[src/rtl/instr_cache_pkg.sv]
// Shared types and address-slicing helpers for the two-way instruction cache.
package instr_cache_pkg;

  typedef enum logic [1:0] {
    IDLE,
    RESP,
    REFILL_REQ,
    REFILL_WAIT
  } state_e;

  // Tag field: everything above the set index.
  function automatic logic [31:0] adr_tag(input logic [31:0] adr,
                                          input int log_sets,
                                          input int log_words);
    return adr >> (2 + log_sets + log_words);
  endfunction

  // Set index: the bits just above the word offset.
  function automatic logic [31:0] adr_set(input logic [31:0] adr,
                                          input int log_sets,
                                          input int log_words);
    return (adr >> (2 + log_words)) & ((32'd1 << log_sets) - 32'd1);
  endfunction

  // Word offset within a line.
  function automatic logic [31:0] adr_offset(input logic [31:0] adr,
                                             input int log_words);
    return (adr >> 2) & ((32'd1 << log_words) - 32'd1);
  endfunction

endpackage

[src/rtl/instr_cache_2way_if.sv]
// Fetch-side and memory-side handshake signals of the instruction cache.
interface instr_cache_2way_if;

  // core fetch port
  logic        cached_instr_req;
  logic [31:0] cached_instr_adr;
  logic        cached_instr_gnt;
  logic        cached_instr_rvalid;
  logic [31:0] cached_instr_read;

  // instruction memory port
  logic        instr_req;
  logic [31:0] instr_adr;
  logic        instr_gnt;
  logic        instr_rvalid;
  logic [31:0] instr_read;

  // The cache itself: serves the core, masters the memory.
  modport slave (
    input  cached_instr_req, cached_instr_adr, instr_gnt, instr_rvalid, instr_read,
    output cached_instr_gnt, cached_instr_rvalid, cached_instr_read, instr_req, instr_adr
  );

  // The environment: core fetch unit plus instruction memory.
  modport master (
    output cached_instr_req, cached_instr_adr, instr_gnt, instr_rvalid, instr_read,
    input  cached_instr_gnt, cached_instr_rvalid, cached_instr_read, instr_req, instr_adr
  );

endinterface

[src/rtl/instr_cache_way.sv]
// One way of the cache: tag, valid and data storage with hit detection.
module instr_cache_way #(
  parameter  int LOG_SETS  = 4,
  parameter  int LOG_WORDS = 2,
  localparam int TAG_W     = 30 - LOG_SETS - LOG_WORDS,
  localparam int SETS      = 1 << LOG_SETS,
  localparam int WORDS     = 1 << LOG_WORDS,
  localparam int OFF_W     = (LOG_WORDS > 0) ? LOG_WORDS : 1
) (
  input  logic                clk,
  input  logic                res_n,
  input  logic [LOG_SETS-1:0] set_i,
  input  logic [OFF_W-1:0]    offset_i,
  input  logic [TAG_W-1:0]    tag_i,
  input  logic [WORDS-1:0]    wr_en_i,
  input  logic [31:0]         wr_data_i,
  input  logic                tag_we_i,
  input  logic                valid_set_i,
  input  logic                flush_clr_i,
  output logic                hit_o,
  output logic                valid_o,
  output logic [31:0]         rdata_o
);

  logic [31:0]      data_q  [SETS][WORDS];
  logic [TAG_W-1:0] tag_q   [SETS];
  logic [SETS-1:0]  valid_q;

  // Line data and tag writes during refill.
  // NOTE: the data and tag arrays have no reset; a line is only ever read when
  // its valid bit is set, and an unreset array can map onto plain RAM.
  always_ff @(posedge clk) begin
    for (int w = 0; w < WORDS; w++) begin
      if (wr_en_i[w]) data_q[set_i][w] <= wr_data_i;
    end
    if (tag_we_i) tag_q[set_i] <= tag_i;
  end

  // Valid bits: cleared by reset or flush, set when a refill completes.
  // NOTE: state is updated with non-blocking assignments so every register
  // samples the pre-edge values regardless of statement order.
  always_ff @(posedge clk or negedge res_n) begin
    if (!res_n) begin
      valid_q <= '0;
    end else if (flush_clr_i) begin
      valid_q <= '0;
    end else if (valid_set_i) begin
      valid_q[set_i] <= 1'b1;
    end
  end

  assign valid_o = valid_q[set_i];
  assign hit_o   = valid_q[set_i] && (tag_q[set_i] == tag_i);
  assign rdata_o = data_q[set_i][offset_i];

endmodule

[src/rtl/instr_cache_2way.sv]
// Two-way set-associative instruction cache with burst line refill and LRU.
module instr_cache_2way
  import instr_cache_pkg::*;
#(
  parameter int LOG_SETS  = 4,
  parameter int LOG_WORDS = 2
) (
  input  logic                clk,
  input  logic                res_n,
  input  logic                flush,
  instr_cache_2way_if.slave   bus,
  output logic [31:0]         miss_count
);

  localparam int TAG_W = 30 - LOG_SETS - LOG_WORDS;
  localparam int SETS  = 1 << LOG_SETS;
  localparam int WORDS = 1 << LOG_WORDS;
  localparam int OFF_W = (LOG_WORDS > 0) ? LOG_WORDS : 1;

  typedef logic [TAG_W-1:0]    tag_t;
  typedef logic [LOG_SETS-1:0] set_t;
  typedef logic [OFF_W-1:0]    off_t;

  // registered state
  state_e          state_q, state_d;
  off_t            cnt_q, cnt_d;
  tag_t            base_tag_q, base_tag_d;
  set_t            base_set_q, base_set_d;
  logic            victim_q, victim_d;
  logic            flush_pend_q, flush_pend_d;
  logic [SETS-1:0] lru_q, lru_d;
  logic [31:0]     miss_q, miss_d;
  logic [31:0]     rdata_q, rdata_d;

  // core address fields
  tag_t core_tag;
  set_t core_set;
  off_t core_off;

  // way interface
  logic              refilling;
  set_t              way_set;
  tag_t              way_tag;
  logic [1:0]        hit, valid, tag_we, valid_set;
  logic [31:0]       rdata [2];
  logic [WORDS-1:0]  wr_en [2];
  logic              flush_clr;
  logic              gnt;
  logic [31:0]       refill_adr;

  assign core_tag = tag_t'(adr_tag(bus.cached_instr_adr, LOG_SETS, LOG_WORDS));
  assign core_set = set_t'(adr_set(bus.cached_instr_adr, LOG_SETS, LOG_WORDS));
  assign core_off = off_t'(adr_offset(bus.cached_instr_adr, LOG_WORDS));

  // During a refill the ways are addressed by the latched line, otherwise by the core.
  assign refilling = (state_q == REFILL_REQ) || (state_q == REFILL_WAIT);
  assign way_set   = refilling ? base_set_q : core_set;
  assign way_tag   = refilling ? base_tag_q : core_tag;

  for (genvar w = 0; w < 2; w++) begin : g_way
    instr_cache_way #(
      .LOG_SETS  (LOG_SETS),
      .LOG_WORDS (LOG_WORDS)
    ) u_way (
      .clk         (clk),
      .res_n       (res_n),
      .set_i       (way_set),
      .offset_i    (core_off),
      .tag_i       (way_tag),
      .wr_en_i     (wr_en[w]),
      .wr_data_i   (bus.instr_read),
      .tag_we_i    (tag_we[w]),
      .valid_set_i (valid_set[w]),
      .flush_clr_i (flush_clr),
      .hit_o       (hit[w]),
      .valid_o     (valid[w]),
      .rdata_o     (rdata[w])
    );
  end

  // Next-state logic: lookup, miss handling and refill sequencing.
  // NOTE: every signal gets its default first so no path leaves one unassigned
  // and no latch is inferred.
  always_comb begin
    state_d      = state_q;
    cnt_d        = cnt_q;
    base_tag_d   = base_tag_q;
    base_set_d   = base_set_q;
    victim_d     = victim_q;
    flush_pend_d = flush_pend_q;
    lru_d        = lru_q;
    miss_d       = miss_q;
    rdata_d      = rdata_q;
    gnt          = 1'b0;
    wr_en[0]     = '0;
    wr_en[1]     = '0;
    tag_we       = '0;
    valid_set    = '0;
    flush_clr    = 1'b0;

    case (state_q)
      IDLE, RESP: begin
        state_d = IDLE;
        if (flush) begin
          flush_clr = 1'b1;
          lru_d     = '0;
        end else if (bus.cached_instr_req) begin
          if (|hit) begin
            gnt             = 1'b1;
            rdata_d         = hit[1] ? rdata[1] : rdata[0];
            lru_d[core_set] = ~hit[1];
            state_d         = RESP;
          end else begin
            if (miss_q != '1) miss_d = miss_q + 32'd1;
            victim_d   = !valid[0] ? 1'b0 : (!valid[1] ? 1'b1 : lru_q[core_set]);
            base_tag_d = core_tag;
            base_set_d = core_set;
            cnt_d      = '0;
            state_d    = REFILL_REQ;
          end
        end
      end

      REFILL_REQ: begin
        flush_pend_d = flush_pend_q | flush;
        if (bus.instr_gnt) state_d = REFILL_WAIT;
      end

      REFILL_WAIT: begin
        flush_pend_d = flush_pend_q | flush;
        if (bus.instr_rvalid) begin
          wr_en[victim_q] = WORDS'(1) << cnt_q;
          if (cnt_q == off_t'(WORDS - 1)) begin
            tag_we[victim_q] = 1'b1;
            if (flush_pend_q || flush) begin
              // A flush arrived mid-refill: drop the new line along with all others.
              flush_clr = 1'b1;
              lru_d     = '0;
            end else begin
              valid_set[victim_q] = 1'b1;
              lru_d[base_set_q]   = ~victim_q;
            end
            flush_pend_d = 1'b0;
            state_d      = IDLE;
          end else begin
            cnt_d   = cnt_q + off_t'(1);
            state_d = REFILL_REQ;
          end
        end
      end

      default: state_d = IDLE;
    endcase
  end

  // State and output registers.
  always_ff @(posedge clk or negedge res_n) begin
    if (!res_n) begin
      state_q      <= IDLE;
      cnt_q        <= '0;
      base_tag_q   <= '0;
      base_set_q   <= '0;
      victim_q     <= 1'b0;
      flush_pend_q <= 1'b0;
      lru_q        <= '0;
      miss_q       <= '0;
      rdata_q      <= '0;
    end else begin
      state_q      <= state_d;
      cnt_q        <= cnt_d;
      base_tag_q   <= base_tag_d;
      base_set_q   <= base_set_d;
      victim_q     <= victim_d;
      flush_pend_q <= flush_pend_d;
      lru_q        <= lru_d;
      miss_q       <= miss_d;
      rdata_q      <= rdata_d;
    end
  end

  assign refill_adr = (32'({base_tag_q, base_set_q}) << (LOG_WORDS + 2)) | (32'(cnt_q) << 2);

  assign bus.cached_instr_gnt    = gnt;
  assign bus.cached_instr_rvalid = (state_q == RESP);
  assign bus.cached_instr_read   = rdata_q;
  assign bus.instr_req           = (state_q == REFILL_REQ);
  assign bus.instr_adr           = (state_q == REFILL_REQ) ? refill_adr : '0;
  assign miss_count              = miss_q;

endmodule

[src/flat_wrapper.sv]
// flat-port wrapper written by rule: the top's interface ports become plain ports
module instr_cache_2way_flat import instr_cache_pkg::*;
#(
  parameter int LOG_SETS  = 4,
  parameter int LOG_WORDS = 2
)
  (clk, res_n, flush, miss_count, bus_cached_instr_req, bus_cached_instr_adr, bus_instr_gnt, bus_instr_rvalid, bus_instr_read, bus_cached_instr_gnt, bus_cached_instr_rvalid, bus_cached_instr_read, bus_instr_req, bus_instr_adr);
  instr_cache_2way_if bus_i ();
  input  logic clk;
  input  logic res_n;
  input  logic flush;
  output logic [31:0] miss_count;
  input wire logic [$bits(bus_i.cached_instr_req)-1:0] bus_cached_instr_req;
  input wire logic [$bits(bus_i.cached_instr_adr)-1:0] bus_cached_instr_adr;
  input wire logic [$bits(bus_i.instr_gnt)-1:0] bus_instr_gnt;
  input wire logic [$bits(bus_i.instr_rvalid)-1:0] bus_instr_rvalid;
  input wire logic [$bits(bus_i.instr_read)-1:0] bus_instr_read;
  output wire logic [$bits(bus_i.cached_instr_gnt)-1:0] bus_cached_instr_gnt;
  output wire logic [$bits(bus_i.cached_instr_rvalid)-1:0] bus_cached_instr_rvalid;
  output wire logic [$bits(bus_i.cached_instr_read)-1:0] bus_cached_instr_read;
  output wire logic [$bits(bus_i.instr_req)-1:0] bus_instr_req;
  output wire logic [$bits(bus_i.instr_adr)-1:0] bus_instr_adr;
  assign bus_i.cached_instr_req = bus_cached_instr_req;
  assign bus_i.cached_instr_adr = bus_cached_instr_adr;
  assign bus_i.instr_gnt = bus_instr_gnt;
  assign bus_i.instr_rvalid = bus_instr_rvalid;
  assign bus_i.instr_read = bus_instr_read;
  assign bus_cached_instr_gnt = bus_i.cached_instr_gnt;
  assign bus_cached_instr_rvalid = bus_i.cached_instr_rvalid;
  assign bus_cached_instr_read = bus_i.cached_instr_read;
  assign bus_instr_req = bus_i.instr_req;
  assign bus_instr_adr = bus_i.instr_adr;
  instr_cache_2way #(.LOG_SETS(LOG_SETS), .LOG_WORDS(LOG_WORDS)) u_core (.clk(clk), .res_n(res_n), .flush(flush), .bus(bus_i), .miss_count(miss_count));
endmodule
[config.mk]
export PLATFORM = sky130hd
export DESIGN_NAME = instr_cache_2way_flat
export DESIGN_NICKNAME = d
export VERILOG_FILES = /design/src/rtl/instr_cache_pkg.sv /design/src/rtl/instr_cache_2way_if.sv /design/src/rtl/instr_cache_way.sv /design/src/rtl/instr_cache_2way.sv /design/src/flat_wrapper.sv
export SDC_FILE = /design/constraint.sdc
export NUM_CORES = 2
export LEC_CHECK = 0
export BUFFER_PORTS_ARGS = -buffer_cell sky130_fd_sc_hd__buf_2
export CAP_MARGIN = 20
export CORE_MARGIN = 10
export CORE_UTILIZATION = 60
export CTS_CLUSTER_DIAMETER = 200
export DETAILED_ROUTE_END_ITERATION = 7
export GPL_TIMING_DRIVEN = 1
export HOLD_SLACK_MARGIN = 0.1
export PLACE_DENSITY = 0.79
export SLEW_MARGIN = 25
export SYNTH_ARGS = -nofsm -noshare
export SYNTH_HDL_FRONTEND = slang
export SYNTH_MEMORY_MAX_BITS = 65536
export SYNTH_SLANG_ARGS = --single-unit
[constraint.sdc]
create_clock -name clk -period 20.6 [get_ports clk]
set_input_delay 6.18 -clock clk [delete_from_list [all_inputs] [get_ports clk]]
set_output_delay 6.18 -clock clk [all_outputs]
set_load 0.01 [all_outputs]
-- Word-level counts from Yosys, hierarchy flattened
Memory sizes are Yosys's and may differ from the RTL's.
Cells that the tools add are included.
- bitwise gates (word level): 11
- shift-type cells: 1
- equality and inequality tests: 16
- mux-type cells: 95
- add/subtract/negate cells: 2
- reductions and logical operators: 22
- magnitude comparators: 11
- operators by type and width (operator ; count):
    32-bit 2-to-1 mux ; 6
    16-bit 2-to-1 mux ; 10
    32-bit binary-select mux with 2-bit select ; 2
    24-bit == test ; 2
    1-bit 2-to-1 mux ; 39
    2-bit 2-to-1 mux ; 18
    32-bit by 1-bit adder with 32-bit output (second input constant) ; 1
    16-bit bitwise mux ; 2
    32-bit inequality test (second input constant) ; 1
    16-bit OR ; 2
    32-bit by 4-bit OR with 32-bit output ; 1
    16-bit case mux with 2 select lines ; 1
    24-bit 2-to-1 mux ; 1
    8-bit 2-to-1 mux ; 2
    4-bit by 5-bit less-than comparator with 1-bit output (second input constant) ; 3
    2-bit inequality test (second input constant) ; 7
    1-bit binary-select mux with 4-bit select ; 3
    1-bit demux with 4-bit select ; 3
    4-bit by 1-bit greater-or-equal comparator with 1-bit output (second input constant) ; 3
    5-bit AND reduction ; 2
    8-bit bitwise AND ; 1
    4-bit 2-to-1 mux ; 2
    4-bit AND reduction ; 2
    2-bit nonzero test ; 4
    26 further kinds ; 40
- RAM bits: 4864
- output and inout port bits: 99
- input bits: 70
- memories: 4
- register bits after elaboration: 146
- memory list (name ; words ; width ; read ports ; clocked after memory_dff ; write ports ; RTL line ; source):
    u_core.g_way[0].u_way.data_q ; 16 ; 128 ; 1 ; 0 ; 1 ; instr_cache_way.sv:25 ; logic [31:0] data_q [SETS][WORDS];
    u_core.g_way[1].u_way.data_q ; 16 ; 128 ; 1 ; 0 ; 1 ; instr_cache_way.sv:25 ;
    u_core.g_way[0].u_way.tag_q ; 16 ; 24 ; 1 ; 0 ; 1 ; instr_cache_way.sv:26 ; logic [TAG_W-1:0] tag_q [SETS];
    u_core.g_way[1].u_way.tag_q ; 16 ; 24 ; 1 ; 0 ; 1 ; instr_cache_way.sv:26 ;

-- Longest topological paths before layout
- depth after elaboration: 12
- depth in mapped cells: 19

-- Hierarchy
From an unflattened synthesis, not the netlist that was laid out.
- cell total of the unflattened synthesis: 8103
- area, all modules: 193770.8 µm²
- modules (own cells, without submodules) (module ; cells an instance ; instances ; area an instance (µm²)):
    instr_cache_way at u_core.g_way[0].u_way ; 3731 ; 1 ; 93729.9
    instr_cache_way at u_core.g_way[1].u_way ; 3694 ; 1 ; 93662.3
    instr_cache_2way ; 678 ; 1 ; 6378.6

-- Worst setup path before layout
OpenSTA, ideal clock, no wires.
- path type: in2out
- from: input bus_cached_instr_adr[4]
- to: output bus_cached_instr_gnt
- arrival time: 9301 ps
- setup slack: 5119 ps
- stages on the path: 12
- required time: 14420 ps
- cell sequence: buf_2 > mux2_4 > buf_8 > buf_6 > mux2i_1 > a32o_1 > a221oi_1 > nand4_1 > xnor2_1 > or4_1 > or4_4 > a21boi_1
- word-level cells in the longest chain between the ends: 9
- elaborated cells on any way between the ends: 16
- ends and longest elaborated chain (what ; RTL line ; source):
    start: declaration ; flat_wrapper.sv:14 ; input wire logic [$bits(bus_i.cached_instr_adr)-1:0] bus_cached_instr_adr;
    4-bit 2-to-1 mux * ; instr_cache_2way.sv:57 ; assign way_set = refilling ? base_set_q : core_set;
    memory 16 x 24 bit / 1-bit binary-select mux with 4-bit select (equally long branches) ; -- ;
    24-bit == test / 1-bit 2-to-1 mux (equally long branches) ; instr_cache_way.sv:53 ; assign hit_o = valid_q[set_i] && (tag_q[set_i] == tag_i);
    1-bit logical AND ; instr_cache_way.sv:53 ;
    2-bit OR reduction * ; instr_cache_2way.sv:108 ; if (|hit) begin
    1-bit 2-to-1 mux * ; instr_cache_2way.sv:108 ;
    1-bit 2-to-1 mux * ; instr_cache_2way.sv:107 ; end else if (bus.cached_instr_req) begin
    1-bit 2-to-1 mux * ; instr_cache_2way.sv:104 ; if (flush) begin
    1-bit 2-to-1 mux * ; instr_cache_2way.sv:101 ; case (state_q)
    end: declaration ; flat_wrapper.sv:18 ; output wire logic [$bits(bus_i.cached_instr_gnt)-1:0] bus_cached_instr_gnt;
Mark *: on every way between the ends. The rest lies on a longest branch, timed or not. The select of a mux whose other input is x is not followed.

-- Worst setup path in the final report
Same ends and word-level chain as after synthesis.

==> qor.csv <==
stage;metric;value;unit
yosys;synth.area.top_cells;edfxtp_1 (76%), mux4_2 (13%), dfrtp_1 (1.9%), a22oi_1 (1.7%), nand3_1 (0.94%);
hold_path;hold_path.class;reg -> reg;
setup_path;critPathCaptureType;output pin;
power_and_ir_drop;power.switching;9807;uW
timing;max_freq;56.31;MHz
grt;grt_max_degree;193;
timing;finClkSkew;60.48;ps
finish;area_growth;11.51;%
place;pre_cts_slack;2908;ps
setup_path;r2r_slack;11900;ps
setup_path;critical_path_buf_inv_count;3;
timing;rsz0062_at_grt;no;
yosys;synth_common_cells;edfxtp_1 (4864), mux4_2 (1114), a22oi_1 (432), nand3_1 (360), clkbuf_1 (298);
place;globalplace.congestion;0.8803;
yosys;synthFlopType;edfxtp_1;
die;die_w;586.2;microns
yosys;syn_avg_cell_area;21.27;sq um
timing;setup_viol;0;
grt;overflow;0;
yosys;ys_seq_area_share;77.85;%
setup_path;crit_family;simple AND/OR/NAND/NOR gates;
finish;final_util;67.32;%
finish;fillers;18343;
yosys;syn_area;192300;sq um
drt;drc;0;
grt;antenna_found_initial;33;
clock_tree;cts_buffer_depth;4;
clock_tree;clock_latency;1000;ps
drt;antenna_left;0;
drt;totalWireLength;549200;microns
setup_path;rr_worst_depth;14;
setup_path;cp_slowest_cell;mux2_8;
place;portBuffers;164;
grt;grtUsageTotal;31.48;%
setup_path;path_max_fanout;105;
job;cap_viol_max_count;0;
clock_tree;cts.htree.levels;5;
finish;instances_no_fill;13991;
place;dpl.hpwl;271400;microns
yosys;synthArstFlopShare;2.914;%
drt;first_pass_iters;7;
drt;via_per_inst;7.441;
power_and_ir_drop;swShare;32.98;%
timing;period_minus_slack;17760;ps
power_and_ir_drop;p_per_area;138.6;nW/um^2
setup_path;timing.rr.end;u_core.bus.cached_instr_read[23]$_DFFE_PN0P_;
yosys;synth_cell_type_count;77;
setup_path;reg2reg_from;u_core.state_q[1]$_DFFE_PN0P_;
timing;hold_viol_final;0;
timing;timing.setup.tns;0;ps
drt;via_count;104104;
yosys;synth_top_cell_by_area;edfxtp_1;
clock_tree;clkSinkCount;5010;
die;coreArea;318600;sq um
place;dp.cells;13118;
setup_path;critPathRequiredTime;14420;ps
finish;layout-drive-gt1-share;25.50;%
grt;grt_pass1_wl;773100;microns
finish;layout.nets;9481;
setup_path;cp_cell_sequence;buf_2 -> mux2_8 -> buf_4 -> mux4_2 -> nor2_1 -> nor4_1 -> xnor2_1 -> o2111ai_1 -> nor4_1 -> nand4_2 -> a21boi_2 -> buf_2;
drt;first_iter_violations;17760;
die;rows;207;
die;die-area;343600;sq um
power_and_ir_drop;p_int;19930;uW
run_status;status;complete, no violations;
power_and_ir_drop;p_seq_share;39.4;%
power_and_ir_drop;p_leak;0.06766;uW
setup_path;critPathMaxStageDelay;830;ps
clock_tree;cts_resized;0;
setup_path;critPathKind;in -> out;
clock_tree;clkTransAtPathRegs;60;ps
die;initial_utilization;60.37;%
timing;worst_slew_pin_slew;1294;ps
yosys;yosysMostFrequentCell;edfxtp_1;
yosys;synth_edf_count;4864;
power_and_ir_drop;peakVddDrop;0.2998;mV
timing;fin_hold_ws;491.2;ps
timing;relSlewSlack;13.73;%
yosys;yosysWarnings;0;
yosys;ys_seq_elements;5010;
grt;grt_pass1_vias;104814;
yosys;synthCells;9041;
timing;slew_viol_final;0;
hold_path;hold_depth;1;
clock_tree;cts_tree;done;
die;top_level_ports;169;
setup_path;worstPathArrival;11580;ps
clock_tree;cts_setup_buffers;0;
hold_path;hp-start;u_core.miss_count[12]$_DFFE_PN0P_;
clock_tree;hold_buffers;0;
hold_path;whs_endpoint;u_core.miss_count[12]$_DFFE_PN0P_;
timing;worst_slack;2840;ps
power_and_ir_drop;clockPowerShare;28.5;%
drt;detail_route.wl_per_cell;39.26;microns
power_and_ir_drop;p_comb_share;32.1;%
yosys;synth_top_area_share;75.95;%
die;fp.dieH;586.2;microns
timing;fin_crit_sh;86.21;%
clock_tree;root_buffer;clkbuf_16;
setup_path;worst_setup_path_start_kind;input pin;
clock_tree;numCtsBuffers;462;
flip-flops by register name (all words and copies together), names as in the netlist, 4 cells and up:
| signal | cells |
|---|---|
| u_core.g_way.u_way.data_q | 4096 |
| u_core.g_way.u_way.tag_q | 768 |
| u_core.bus.cached_instr_read | 32 |
| u_core.g_way.u_way.valid_q | 32 |
| u_core.miss_count | 32 |
| u_core.base_tag_q | 24 |
| u_core.lru_q | 16 |
| u_core.base_set_q | 4 |
layout by cell type, fill, tap and decap left out, types with 26 or more instances in the layout:
master,instances
a32oi_1,51
dfrtp_1,145
buf_4,307
clkinv_1,129
clkbuf_1,87
xnor2_1,40
a22o_1,58
nor4_1,34
nand4_1,61
mux2_2,101
nand2_1,248
buf_2,130
clkinv_2,95
clkbuf_16,470
xor2_1,32
mux4_2,1114
nor2_4,128
nand3_1,356
nor3_1,176
and2_1,36
o211ai_1,26
mux2i_1,117
o22ai_1,26
bufinv_16,39
edfxtp_1,4864
a221oi_1,46
a31oi_1,32
a22oi_1,432
o41ai_1,32
nor2_1,130
per-stage QoR:
stage                     total power (uW)  cell area (sq um)
after floorplan                      18010             192300
after detailed placement             21020             199600
after global placement               20810             199500
final                                29730             214500
after CTS                            29520             214300
after global routing                 30420             214400
cells by family (layout without fill, tap and decap cells):
family                   after synthesis  after routing  synth area share [%]
adder cells (fa/ha/maj)                5              5               0.03253
XOR/XNOR                              72             72                0.3279
buffers and inverters                588           1346                 1.270
multiplexers                        1347           1347                 14.36
flip-flops                          5010           5010                 77.85
AO/OA/AOI/OAI                        784            784                 3.142
AND/OR/NAND/NOR                     1234           1234                 3.021
other                                  1             13              0.001950
cell type report:
cell class                      instances  area (sq um)  area share [%]
Clock inverter                        297          2594           1.209
Clock buffer                          561         12140           5.662
Inverter                               29         112.6         0.05251
Sequential cell                      5010        149700           69.81
Multi-Input combinational cell       3444         41310           19.26
Tap cell                             4180          5230           2.439
Timing Repair Buffer                  459          3334           1.555
Antenna cell                           11         27.53         0.01283
power by group through the flow:
stage	combinational [uW]	clock, uW	sequential [uW]
floorplan	6140	0	11900
global placement	8920	0	11900
detailed placement	9110	0	11900
CTS	9330	8490	11700
global route	9860	8850	11700
finish	9550	8480	11700
worst max-delay path by stage:
stage	slack [ps]	cells past startpoint	end	startpoint
floorplan	5120	12	bus_cached_instr_gnt	bus_cached_instr_adr[4]
detailed placement	2910	12	bus_cached_instr_gnt	bus_cached_instr_adr[4]
CTS	2830	12	bus_cached_instr_gnt	bus_cached_instr_adr[4]
global route	2430	12	bus_cached_instr_gnt	bus_cached_instr_adr[4]
finish	2840	12	bus_cached_instr_gnt	bus_cached_instr_adr[4]
global placement	2950	12	bus_cached_instr_gnt	bus_cached_instr_adr[4]
metal layers:
layer	vias to the layer above	wire length [microns]	GRT usage (%)
li1	38818	-	-
met2	10036	259100	49.15
met4	28	38240	17.63
met5	-	428	0
met3	1940	76480	8.629
met1	53282	174900	40.63
Power figures use the tool's default switching activity.
